File: src/rtl/fpmul_host_if_if.sv
`default_nettype none
// ============================================================================
//  Module      : fpmul_host_if_if
//  Description : Host register bus and multiplier handshake bundle for
//                fpmul_host_if.
//  Revision    : 1.0 - initial release
// ============================================================================
interface fpmul_host_if_if;
    logic        WE;
    logic [1:0]  Addr;
    logic [31:0] WD;
    logic [31:0] RD;
    logic        Irq;
    logic        FStart;
    logic [31:0] FA;
    logic [31:0] FB;
    logic        FDone;
    logic [31:0] FP;
    logic        FOF;
    logic        FUF;
    logic        FNaNF;
    logic        FInfF;
    logic        FDNF;
    logic        FZF;

    modport slave (
        input  WE, Addr, WD, FDone, FP, FOF, FUF, FNaNF, FInfF, FDNF, FZF,
        output RD, Irq, FStart, FA, FB
    );

    modport master (
        output WE, Addr, WD, FDone, FP, FOF, FUF, FNaNF, FInfF, FDNF, FZF,
        input  RD, Irq, FStart, FA, FB
    );
endinterface
`default_nettype wire

File: src/rtl/fpmul_host_if.sv
`default_nettype none
// ============================================================================
//  Module      : fpmul_host_if
//  Description : Host register front end for a floating-point multiplier:
//                operand/result registers, start handshake, completion timeout.
//  Revision    : 1.0 - initial release
// ============================================================================
module fpmul_host_if #(
    parameter int TIMEOUT = 32
) (
    input wire              Clk,
    input wire              Rst,
    fpmul_host_if_if.slave  bus
);

    typedef enum logic [1:0] {
        S_IDLE = 2'd0,
        S_REQ  = 2'd1,
        S_WAIT = 2'd2
    } state_t;

    localparam logic [1:0] c_ADDR_OPA  = 2'd0;
    localparam logic [1:0] c_ADDR_OPB  = 2'd1;
    localparam logic [1:0] c_ADDR_CTRL = 2'd2;
    localparam logic [4:0] c_TO_LAST   = 5'(TIMEOUT - 1);

    state_t      r_state,    w_state_nxt;
    logic        r_req_cnt,  w_req_cnt_nxt;
    logic [4:0]  r_wait_cnt, w_wait_cnt_nxt;
    logic [31:0] r_opa,      w_opa_nxt;
    logic [31:0] r_opb,      w_opb_nxt;
    logic [31:0] r_result,   w_result_nxt;
    logic        r_valid,    w_valid_nxt;
    logic        r_toerr,    w_toerr_nxt;
    logic [5:0]  r_flags,    w_flags_nxt;

    logic        w_busy;
    logic        w_ctrl_wr;
    logic        w_go;
    logic        w_clr;
    logic [31:0] w_status;

    assign w_busy    = (r_state != S_IDLE);
    assign w_ctrl_wr = bus.WE && (bus.Addr == c_ADDR_CTRL);
    assign w_go      = w_ctrl_wr && bus.WD[0];
    assign w_clr     = w_ctrl_wr && bus.WD[1];
    assign w_status  = {23'd0, r_flags, r_toerr, r_valid, w_busy};

    always_ff @(posedge Clk or posedge Rst) begin
        if (Rst) begin
            r_state    <= S_IDLE;
            r_req_cnt  <= 1'b0;
            r_wait_cnt <= 5'd0;
            r_opa      <= 32'd0;
            r_opb      <= 32'd0;
            r_result   <= 32'd0;
            r_valid    <= 1'b0;
            r_toerr    <= 1'b0;
            r_flags    <= 6'd0;
        end else begin
            r_state    <= w_state_nxt;
            r_req_cnt  <= w_req_cnt_nxt;
            r_wait_cnt <= w_wait_cnt_nxt;
            r_opa      <= w_opa_nxt;
            r_opb      <= w_opb_nxt;
            r_result   <= w_result_nxt;
            r_valid    <= w_valid_nxt;
            r_toerr    <= w_toerr_nxt;
            r_flags    <= w_flags_nxt;
        end
    end

    always_comb begin
        w_state_nxt    = r_state;
        w_req_cnt_nxt  = r_req_cnt;
        w_wait_cnt_nxt = r_wait_cnt;
        w_opa_nxt      = r_opa;
        w_opb_nxt      = r_opb;
        w_result_nxt   = r_result;
        w_valid_nxt    = r_valid;
        w_toerr_nxt    = r_toerr;
        w_flags_nxt    = r_flags;

        // Operands are frozen while busy so FA/FB hold for the whole operation.
        if (bus.WE && !w_busy && (bus.Addr == c_ADDR_OPA)) begin
            w_opa_nxt = bus.WD;
        end
        if (bus.WE && !w_busy && (bus.Addr == c_ADDR_OPB)) begin
            w_opb_nxt = bus.WD;
        end

        if (w_clr) begin
            w_valid_nxt = 1'b0;
            w_toerr_nxt = 1'b0;
            w_flags_nxt = 6'd0;
        end

        case (r_state)
            S_IDLE: begin
                if (w_go) begin
                    w_valid_nxt   = 1'b0;
                    w_toerr_nxt   = 1'b0;
                    w_req_cnt_nxt = 1'b0;
                    w_state_nxt   = S_REQ;
                end
            end
            S_REQ: begin
                if (r_req_cnt) begin
                    w_req_cnt_nxt  = 1'b0;
                    w_wait_cnt_nxt = 5'd0;
                    w_state_nxt    = S_WAIT;
                end else begin
                    w_req_cnt_nxt = 1'b1;
                end
            end
            S_WAIT: begin
                // Completion wins over a timeout landing on the same edge.
                if (bus.FDone) begin
                    w_result_nxt   = bus.FP;
                    w_flags_nxt    = {bus.FOF, bus.FUF, bus.FNaNF,
                                      bus.FInfF, bus.FDNF, bus.FZF};
                    w_valid_nxt    = 1'b1;
                    w_wait_cnt_nxt = 5'd0;
                    w_state_nxt    = S_IDLE;
                end else if (r_wait_cnt == c_TO_LAST) begin
                    w_toerr_nxt    = 1'b1;
                    w_wait_cnt_nxt = 5'd0;
                    w_state_nxt    = S_IDLE;
                end else begin
                    w_wait_cnt_nxt = r_wait_cnt + 5'd1;
                end
            end
            default: begin
                w_state_nxt = S_IDLE;
            end
        endcase
    end

    assign bus.FStart = (r_state == S_REQ);
    assign bus.FA     = r_opa;
    assign bus.FB     = r_opb;
    assign bus.Irq    = r_valid;

    always_comb begin
        case (bus.Addr)
            c_ADDR_OPA:  bus.RD = r_opa;
            c_ADDR_OPB:  bus.RD = r_opb;
            c_ADDR_CTRL: bus.RD = w_status;
            default:     bus.RD = r_result;
        endcase
    end

endmodule
`default_nettype wire

File: src/flat_wrapper.sv
// flat-port wrapper written by rule: the top's interface ports become plain ports
module fpmul_host_if_flat 
#(
    parameter int TIMEOUT = 32
)
  (Clk, Rst, bus_WE, bus_Addr, bus_WD, bus_FDone, bus_FP, bus_FOF, bus_FUF, bus_FNaNF, bus_FInfF, bus_FDNF, bus_FZF, bus_RD, bus_Irq, bus_FStart, bus_FA, bus_FB);
  fpmul_host_if_if bus_i ();
  input wire Clk;
  input wire Rst;
  input wire logic [$bits(bus_i.WE)-1:0] bus_WE;
  input wire logic [$bits(bus_i.Addr)-1:0] bus_Addr;
  input wire logic [$bits(bus_i.WD)-1:0] bus_WD;
  input wire logic [$bits(bus_i.FDone)-1:0] bus_FDone;
  input wire logic [$bits(bus_i.FP)-1:0] bus_FP;
  input wire logic [$bits(bus_i.FOF)-1:0] bus_FOF;
  input wire logic [$bits(bus_i.FUF)-1:0] bus_FUF;
  input wire logic [$bits(bus_i.FNaNF)-1:0] bus_FNaNF;
  input wire logic [$bits(bus_i.FInfF)-1:0] bus_FInfF;
  input wire logic [$bits(bus_i.FDNF)-1:0] bus_FDNF;
  input wire logic [$bits(bus_i.FZF)-1:0] bus_FZF;
  output wire logic [$bits(bus_i.RD)-1:0] bus_RD;
  output wire logic [$bits(bus_i.Irq)-1:0] bus_Irq;
  output wire logic [$bits(bus_i.FStart)-1:0] bus_FStart;
  output wire logic [$bits(bus_i.FA)-1:0] bus_FA;
  output wire logic [$bits(bus_i.FB)-1:0] bus_FB;
  assign bus_i.WE = bus_WE;
  assign bus_i.Addr = bus_Addr;
  assign bus_i.WD = bus_WD;
  assign bus_i.FDone = bus_FDone;
  assign bus_i.FP = bus_FP;
  assign bus_i.FOF = bus_FOF;
  assign bus_i.FUF = bus_FUF;
  assign bus_i.FNaNF = bus_FNaNF;
  assign bus_i.FInfF = bus_FInfF;
  assign bus_i.FDNF = bus_FDNF;
  assign bus_i.FZF = bus_FZF;
  assign bus_RD = bus_i.RD;
  assign bus_Irq = bus_i.Irq;
  assign bus_FStart = bus_i.FStart;
  assign bus_FA = bus_i.FA;
  assign bus_FB = bus_i.FB;
  fpmul_host_if #(.TIMEOUT(TIMEOUT)) u_core (.Clk(Clk), .Rst(Rst), .bus(bus_i));
endmodule
File: config.mk
export PLATFORM = sky130hd
export DESIGN_NAME = fpmul_host_if_flat
export DESIGN_NICKNAME = d
export VERILOG_FILES = /design/src/rtl/fpmul_host_if_if.sv /design/src/rtl/fpmul_host_if.sv /design/src/flat_wrapper.sv
export SDC_FILE = /design/constraint.sdc
export NUM_CORES = 1
export LEC_CHECK = 0
export ABC_AREA = 1
export BUFFER_PORTS_ARGS = -buffer_cell sky130_fd_sc_hd__buf_2
export CORE_ASPECT_RATIO = 1.75
export CORE_UTILIZATION = 37
export CTS_CLUSTER_DIAMETER = 50
export CTS_CLUSTER_SIZE = 24
export DETAILED_ROUTE_END_ITERATION = 6
export GPL_ROUTABILITY_DRIVEN = 1
export HOLD_SLACK_MARGIN = 0.15
export PLACE_DENSITY = 0.65
export SLEW_MARGIN = 30
export SYNTH_ARGS = -nofsm -noshare
export SYNTH_HDL_FRONTEND = slang
export SYNTH_SLANG_ARGS = --single-unit
File: constraint.sdc
create_clock -name Clk -period 4.2 [get_ports Clk]
set_clock_uncertainty 0.2 [all_clocks]
set_input_delay 0.63 -clock Clk [delete_from_list [all_inputs] [get_ports Clk]]
set_output_delay 0.63 -clock Clk [all_outputs]
set_load 0.01 [all_outputs]
Word-level counts from Yosys, hierarchy flattened --
Index checks and enable logic that the tools add are counted. Widths: inputs -> output; s select.
Operators by class: add/subtract/negate cells 1, multipliers 0, div/mod/pow operators 0, order comparisons 0, equality and inequality tests 8, shift-type cells 0, multiplexer cells 25, bitwise operators 0, reduce and logical (&&, ||, !) cells 16
Operators by type and width (count):
- $pmux 32 s3 | 1
- $mux 6 | 3
- $mux 5 | 3
- $pmux 5 s2 | 1
- $mux 1 | 9
- $mux 2 | 4
- $logic_and 1x1->1 | 6
- $pmux 1 s2 | 3
- $pmux 2 s3 | 1
- $reduce_and 2->1 | 3
- $reduce_bool 2->1 | 3
- $add 5x1->5 const B | 1
- $eq 5x5->1 const B | 1
- $eq 2x1->1 const B | 2
- $eq 2x2->1 const B | 2
- $logic_not 2->1 | 2
- $ne 2x1->1 const B | 2
- $ne 3x2->1 const B | 1
- $reduce_and 3->1 | 1
- $logic_not 1->1 | 1
Word-level totals: register bits 112, bits in latches 0, RAM bits 0, memory bits (read-only) 0, input bits 76, output and inout bits 98, logic and storage cells 59, memories kept 0

Logic depth before layout (Yosys ltp) --
Gate-level depths: netlist (run 1).
word-level depth 7, gate-level depth with buffers 8, mapped depth without buffers 8

Least setup slack after synthesis (run 1) --
No wires, ideal clock.
path kind input -> output, start point input port bus_Addr[0], end point output port bus_RD[10], arrival 1334 ps, data required time 3370 ps, setup slack 2036 ps, stages 5, path buffers 1, path through nand2_1 -> clkinv_1 -> buf_2 -> nand2_1 -> nand3_1
On the way: cells in the longest elaborated chain, start to end 2, elaborated cells between the ends (all ways) 4, classes of those cells 2 x eq/ne; 1 x mux; 1 x reduce/logical
RTL lines:
- from (decl) | RTL line flat_wrapper.sv:11 | input wire logic [$bits(bus_i.Addr)-1:0] bus_Addr;
- $eq 2x2->1, or another cell as far along | RTL line fpmul_host_if.sv:145 | case (bus.Addr)
- $pmux 32 s3 * | RTL line fpmul_host_if.sv:145
- to (decl) | RTL line flat_wrapper.sv:21 | output wire logic [$bits(bus_i.RD)-1:0] bus_RD;
Every way passes the cells marked *; elsewhere a longest branch is shown, timed or not.

Worst setup path in the final report (run 1) --
start point input port bus_Addr[1], end point output port bus_RD[0]
Same word-level chain as after synthesis.

==> results of run 1 <==
sequential cells by signal, summed over array words and instances, names as in the netlist:
signal,count
u_core.r_req_cnt,1
u_core.r_result,32
u_core.bus.FB,32
u_core.r_toerr,1
u_core.r_flags,6
u_core.bus.FA,32
u_core.r_state,2
u_core.r_wait_cnt,5
u_core.bus.Irq,1
metal layers:
| metal | track usage | share of wire |
|---|---|---|
| met1 | 0.230 | 0.41 |
| met2 | 0.370 | 0.54 |
| met3 | 0.0256 | 0.032 |
| met4 | 0.0967 | 0.023 |
| met5 | 0 | 0 |
stage by stage:
step / std cells / instance area [um2]
4_1_cts: 941 / 6320
6_report: 944 / 6380
2_1_floorplan: 608 / 5110
3_5_place_dp: 925 / 6010
5_1_grt: 943 / 6380
3_3_place_gp: 925 / 6010
kinds of logic after synthesis:
| kind of cell | after synthesis | synth area share |
|---|---|---|
| and+or+nand+nor | 327 | 0.271 |
| DFF | 112 | 0.548 |
| muxes | 1 | 0.00196 |
| AOI/OAI and AO/OA | 81 | 0.0935 |
| buffers and inverters | 84 | 0.0791 |
| xor gates and xnor gates | 1 | 0.00171 |
| adders and majority gates | 2 | 0.00490 |
synth_stat cells, drive strengths merged:
| master | count |
|---|---|
| clkinv | 1 |
| clkbuf | 8 |
| and3 | 1 |
| nand4 | 5 |
| nand2 | 234 |
| buf | 24 |
| a21oi | 8 |
| a22oi | 1 |
| mux2i | 1 |
| nor2 | 13 |
| ha | 2 |
| dfrtp | 112 |
| o2111ai | 5 |
| o211ai | 1 |
| o21ai | 66 |
| xor2 | 1 |
| inv | 51 |
| nand3 | 74 |
worst paths after layout:
kind                                          start             endpoint  slack (ns)  depth (start not counted)
worst max-delay path                    bus_Addr[1]            bus_RD[0]        0.98                          6
worst min-delay path                            Rst    u_core.bus.FB[31]        0.17                          2
worst max register to register    u_core.r_state[1]   u_core.r_result[7]        1.56                          5
worst min register to register  u_core.r_result[18]  u_core.r_result[18]        0.27                          2
max in group asynchronous                       Rst    u_core.bus.FA[23]        2.85                          3
min in group Clk                u_core.r_result[18]  u_core.r_result[18]        0.27                          2
layout make-up:
class,count,share of cell area
multi-input combinational,412,0.299
clock inverter,5,0.0127
sequential,112,0.439
antenna,1,0.000392
timing repair buffer,177,0.147
tap,174,0.0341
clock buffer,11,0.0365
inverter,52,0.0314
power breakdown:
part / internal [uW] / leakage (uW) / switching (uW)
sequential: 1510 / 0.00140 / 329
clock: 524 / 0.000150 / 391
combinational: 558 / 0.00199 / 776
total: 2600 / 0.00354 / 1500
==> flow_metrics.tcl, run 1 <==
set metrics [dict create \
    status "finished clean" \
    clk_pin_slew_worst_paths_ns 0.07 \
    totalPowerFinal_uw 4090 \
    fin_ws_ns 0.984 \
    maxSlewViolCount 0 \
    finalNetCount 842 \
    cts_buffers 9 \
    final_cell_mix "233 x nand2_1, 173 x buf_2, 112 x dfrtp_1" \
    cp_max_fo 26 \
    fin_hold_ws_ns 0.173 \
    synth_top_area_share 0.548 \
    post_cts_buffers 0 \
    critPathSlowestCell "clkinv_1" \
    wirelength_mm 14.1 \
    overflow 0 \
    max_slew_margin 0.391 \
    drt-initial-drc-count 246 \
    fin_util 0.474 \
    multiInputGateArea_um2 1910 \
    path_buf_inv 3 \
    pin_count 174 \
    antenna_found_initial 0 \
    ys_seq_area_frac 0.548 \
    vdd_drop_max_mv 0.302 \
    hold_path_class "input port to asynchronous set/reset pin" \
    crit_path_end_kind "output port" \
    power.leakage_uw 0.00354 \
    nFillCells 1397 \
    hold_violations 0 \
    avgSynthCellArea_um2 8.41 \
    yosysWarnings 0 \
    insertion_delay_ns 0.34 \
    die_h_um 157 \
    syn_nets 686 \
    syn_to_final_growth_pct 24.9 \
    period_minus_slack_ns 3.22 \
    fp.dieW_um 90.8 \
    start_util 0.380 \
    cp.required_ns 3.37 \
    yosysTopAreaCell "dfrtp_1" \
    ys_types 27 \
    synth_area_um2 5110 \
    cts_tree "yes" \
    powerDensity_nw_per_um2 641 \
    via_per_inst 4.81 \
    synth_area_leaders "dfrtp_1 55%, nand2_1 17%, nand3_1 7.1%" \
    io_buffers 173 \
    ant_nets 0 \
    core_um2 13500 \
    h-tree-depth 3 \
    fin_tns_setup_ns 0 \
    num_rows 56 \
    maxCapViolCount 0 \
    grtUsageTotal 0.202 \
    gp_congestion 0.836 \
    grt_max_degree 71 \
    setup-violations-final 0 \
    final.period_utilization 0.766 \
    arrival_ns 2.39 \
    dr.pass1.iters 4 \
    drive_above_1_share 0.277 \
    path_cells "buf_2 -> nand2_1 -> clkinv_1 -> nand2_1 -> nand3_1 -> buf_2" \
    synthCells 608 \
    hold_buffers 0 \
    clockBufferDepth 2 \
    clock_sinks 112 \
    pre_cts_ws_ns 0.981 \
    drc 0 \
    worst_pin_slew_ns 0.908 \
    grt_first_pass_wirelength_mm 22.1 \
    cp-start-kind "input port" \
    vias 4537 \
    clock-root-buffer "clkbuf_16" \
    cpLargestDelayFamily "buffers and inverters" \
    grt_pass1_vias 4356 \
    critPathMaxStageDelay_ns 0.79 \
    rsz0062_at_grt "no" \
    final_common_cell "nand2_1" \
    hpwl_mm 9.69 \
    ys_seq_elements 112 \
    wire_per_inst_um 15.0 \
    die_area_um2 14300 \
    fmax_ghz 0.311 \
    timing_worst_setup_path_type "input port to output port" \
    seq_area_um2 2800 \
    cts_resized 0 \
]
Note: power is estimated with default switching activity, not from simulation.
==> run 2, diff against run 1 <==
Clock period 4.2 ns to 3 ns, I/O delays scaled along.
==> run 2 against run 1 <==
Effect of this change: flip-flop and latch count unchanged; largest power group unchanged; utilization increased by 2.5 points; first-iteration DRC count decreased by 25%; worst setup slack got worse by 0.37 ns; largest cell class unchanged; die area unchanged; critical path depth increased by 1; critical path type unchanged; via count increased by 2.9%; register-to-register slack got worse by 0.45 ns.
==> flow_metrics.tcl, run 2 (same netlist as run 1, synthesis figures left out) <==
set metrics [dict create \
    status "finished clean" \
    clk_pin_slew_worst_paths_ns 0.07 \
    setup-violations-final 0 \
    drt-initial-drc-count 184 \
    setup.worst_path.start "bus_Addr[0]" \
    crit_path_end_kind "output port" \
    io_buffers 173 \
    wirelength_mm 14.4 \
    core_um2 13500 \
    cts_buffers 9 \
    nFillCells 1398 \
    num_rows 56 \
    holdCritStartpoint "bus_FP[13]" \
    max_slew_margin 0.426 \
    cp-start-kind "input port" \
    drc 0 \
    maxSlewViolCount 0 \
    grt_max_degree 55 \
    antenna_found_initial 1 \
    start_util 0.380 \
    wire_per_inst_um 14.7 \
    r2r-start "u_core.r_state[0]" \
    fin_tns_setup_ns 0 \
    clock_sinks 112 \
    timing_worst_setup_path_type "input port to output port" \
    final.period_utilization 0.794 \
    period_minus_slack_ns 2.38 \
    hold_violations 0 \
    final_cell_mix "233 x nand2_1, 173 x buf_2, 112 x dfrtp_1" \
    ant_nets 0 \
    powerDensity_nw_per_um2 839 \
    clockBufferDepth 2 \
    multiInputGateArea_um2 1910 \
    hpwl_mm 10.1 \
    power.leakage_uw 0.00370 \
    cp_max_fo 13 \
    pin_count 174 \
    h-tree-depth 3 \
    final_common_cell "nand2_1" \
    syn_to_final_growth_pct 31.4 \
    maxCapViolCount 0 \
    hold_path_class "input port to register" \
    worst_pin_slew_ns 0.858 \
    finalNetCount 881 \
    vias 4668 \
    rsz0062_at_grt "no" \
    die_h_um 157 \
    gp_congestion 0.836 \
    via_per_inst 4.75 \
    arrival_ns 1.73 \
    insertion_delay_ns 0.34 \
    cp.required_ns 2.35 \
    seq_area_um2 2800 \
    grt_first_pass_wirelength_mm 23.1 \
    fmax_ghz 0.420 \
    design_area_um2 6720 \
    fp.dieW_um 90.8 \
    drive_above_1_share 0.276 \
    grt_pass1_vias 4715 \
    dr.pass1.iters 4 \
    grtUsageTotal 0.209 \
    place_area_um2 6120 \
    cts_tree "yes" \
    overflow 0 \
    die_area_um2 14300 \
    vdd_drop_max_mv 0.341 \
    clock-root-buffer "clkbuf_16" \
]
==> run 2: cell types whose count changed in the layout (fill, tap and decap cells not counted), moves of 2 or more <==
cell and delta:
buf_4 +7, bufinv_16 -2, buf_16 -2, clkbuf_1 -2
dlygate4sd3_1 +31, buf_12 +3
==> run 2: stage by stage <==
stage | total power (uW) | hold slack, ns | std cells | setup slack [ns] | util
floorplan | 3660 | 0.242 | 608 | 0.993 | -
global placement | 4470 | 0.253 | 935 | 0.630 | 0.455
detailed placement | 4510 | 0.260 | 935 | 0.615 | 0.455
CTS | 5700 | 0.151 | 982 | 0.596 | 0.499
global route | 6060 | 0.155 | 983 | 0.539 | 0.499
finish | 5640 | 0.157 | 983 | 0.619 | 0.499
==> run 2: path summary, 6_finish.rpt <==
kind | to | slack, ns | cells after the start
min reg2reg | u_core.r_result[17] | 0.28 | 2
min in group asynchronous | u_core.bus.FA[20] | 0.54 | 3
max | bus_RD[8] | 0.62 | 7
max in group asynchronous | u_core.r_flags[0] | 1.38 | 4
min | u_core.r_result[13] | 0.16 | 3
max reg2reg | u_core.bus.FB[19] | 1.11 | 5
==> run 2: final cells by class <==
type,instances,area share
clock inverters,6,0.00652
flip-flops and latches,112,0.417
inverters,52,0.0296
well taps,174,0.0324
repair buffers,216,0.194
clock buffers,10,0.0356
diodes,1,0.000373
multi-input cells,412,0.284
==> run 2: metal layers <==
metal	vias up	wire length [um]	part of all wire	GRT usage
li1	2336	-	-	-
met1	2171	5760	0.40	0.231
met2	129	7710	0.53	0.385
met3	32	453	0.031	0.0300
met4	0	492	0.034	0.108
met5	-	0	0	0
==> run 2: report_power, final <==
group / switching, uW / internal [uW] / leakage, uW / total (uW)
Clock: 553 / 590 / 0.000139 / 1140
Combinational: 1090 / 819 / 0.00215 / 1910
Sequential: 467 / 2120 / 0.00140 / 2590
Total: 2110 / 3530 / 0.00370 / 5640
==> run 2: repair_timing <==
| action | in CTS | in global routing |
|---|---|---|
| resized for setup | 0 | 0 |
| buffers inserted | 0 | 0 |
| hold buffers | 31 | 0 |
| hold endpoints to repair | 56 | 0 |
| endpoints found under the setup margin | 0 | 0 |
==> run 2: critical path: stages <==
cell	delay, ns
buf_2	0.14
inv_2	0.05
nor2_4	0.37
buf_4	0.31
nand2_1	0.08
o2111ai_1	0.13
buf_2	0.19
==> run 3, diff against run 2 <==
Settings changed: PLACE_DENSITY 0.65 to 0.67.
Clock period 3 ns to 2 ns, I/O delays scaled along.
==> run 3 against run 2 <==
Effect of this change: first-iteration DRC count up 46%; clock power up 50%; largest cell class unchanged; largest power group unchanged; flip-flop and latch count unchanged; non-clock buffer count up 48; critical endpoint is now bus_RD[0]; sequential power up 49%; cell area up 7.1%; power up 53%; critical path depth down 2.
==> flow_metrics.tcl, run 3 (same netlist as run 1, synthesis figures left out) <==
set metrics [dict create \
    grtUsageTotal 0.216 \
    grt_max_degree 113 \
    worst_pin_slew_ns 0.601 \
    num_rows 56 \
    insertion_delay_ns 0.34 \
    die_h_um 157 \
    start_util 0.380 \
    core_um2 13500 \
    fp.dieW_um 90.8 \
    design_area_um2 7200 \
    setup-violations-final 0 \
    cp.required_ns 1.50 \
    final_cell_mix "233 x nand2_1, 173 x buf_2, 112 x dfrtp_1" \
    die_area_um2 14300 \
    max_slew_margin 0.599 \
    pin_count 174 \
    maxCapViolCount 0 \
    drive_above_1_share 0.269 \
    overflow 0 \
    clock-root-buffer "clkbuf_16" \
    vdd_drop_max_mv 0.624 \
    place_area_um2 6180 \
    rsz0062_at_grt "no" \
    status "finished clean" \
    ant_nets 0 \
    period_minus_slack_ns 1.89 \
    via_per_inst 4.85 \
    hold_path_class "input port to register" \
    finalNetCount 929 \
    grt_first_pass_wirelength_mm 24.2 \
    arrival_ns 1.39 \
    final_common_cell "nand2_1" \
    clockBufferDepth 2 \
    clock_sinks 112 \
    final.period_utilization 0.944 \
    wire_per_inst_um 14.5 \
    fin_tns_setup_ns 0 \
    totalPowerFinal_uw 8600 \
    timing_worst_setup_path_type "register to output port" \
    powerDensity_nw_per_um2 1200 \
    drc 0 \
    power.leakage_uw 0.00390 \
    cts_tree "yes" \
    nFillCells 1295 \
    cp-start-kind "register" \
    crit_path_end_kind "output port" \
    wirelength_mm 14.9 \
    instances_no_fill 1030 \
    cts_buffers 9 \
    hold_violations 0 \
    syn_to_final_growth_pct 40.8 \
    antenna_cells 0 \
    drt-initial-drc-count 268 \
    hpwl_mm 10.3 \
    fin_util 0.535 \
    dr.pass1.iters 5 \
    fmax_ghz 0.530 \
    h-tree-depth 3 \
    grt_pass1_vias 5025 \
    antenna_found_initial 0 \
    dp_cells 941 \
    maxSlewViolCount 0 \
    gp_congestion 0.812 \
    clk_pin_slew_worst_paths_ns 0.07 \
    vias 4996 \
    cp_max_fo 5 \
    io_buffers 173 \
]
-- run 3: cell types whose count changed in the layout (fill, tap and decap cells not counted), moves of 2 or more --
cell,previous run,this run
buf_4,9,16
clkinv_2,2,0
dlygate4sd3_1,31,71
clkinv_4,2,4
-- run 3: area by class of cell --
cell class | count | area, um2 | share of cell area
Timing Repair Buffer | 264 | 1780 | 0.247
Multi-Input combinational cell | 412 | 1910 | 0.266
Clock inverter | 5 | 42.5 | 0.00591
Inverter | 52 | 199 | 0.0276
Clock buffer | 11 | 243 | 0.0337
Sequential cell | 112 | 2800 | 0.389
Tap cell | 174 | 218 | 0.0303
-- run 3: worst paths after layout --
check | start | end | slack (ns) | cells after the start
min | bus_WE | u_core.r_state[0] | 0.20 | 3
min reg2reg | u_core.r_result[13] | u_core.r_result[13] | 0.27 | 2
max reg2reg | u_core.r_wait_cnt[0] | u_core.r_wait_cnt[3] | 0.29 | 8
min in group asynchronous | Rst | u_core.bus.FB[20] | 0.46 | 4
max in group asynchronous | Rst | u_core.bus.FA[4] | 0.68 | 4
max | u_core.r_state[0] | bus_RD[0] | 0.11 | 5
-- run 3: worst max-delay path: stages, from the launching register on --
cell,delay [ns]
dfrtp_1,0.47
nor2_4,0.15
inv_1,0.05
a22oi_1,0.13
nand3_1,0.10
buf_2,0.15
-- run 3: through the flow --
step | setup slack [ns] | hold slack [ns]
finish | 0.113 | 0.197
global route | 0.0465 | 0.216
CTS | 0.0000888 | 0.182
detailed placement | 0.304 | 0.259
global placement | 0.327 | 0.254
floorplan | 0.143 | 0.242
-- run 3: power breakdown --
part	switching, uW	leakage, uW	internal [uW]
sequential	690	0.00140	3180
clock	822	0.000136	890
combinational	1690	0.00236	1330
total	3200	0.00390	5400
-- run 3: timing repair --
item,CTS,global route
endpoints found under the hold margin,215,0
pin swaps,0,1
setup endpoints to repair,1,1
gates resized for setup,1,0
buffers inserted,0,2
hold buffers,71,0
-- run 3: metal layers --
layer  vias to the layer above  track usage  part of all wire
met3                        29       0.0285             0.040
met1                      2374        0.240              0.38
met4                         0       0.0983             0.025
met5                         -            0                 0
met2                       164        0.407              0.55
li1                       2429            -                 -
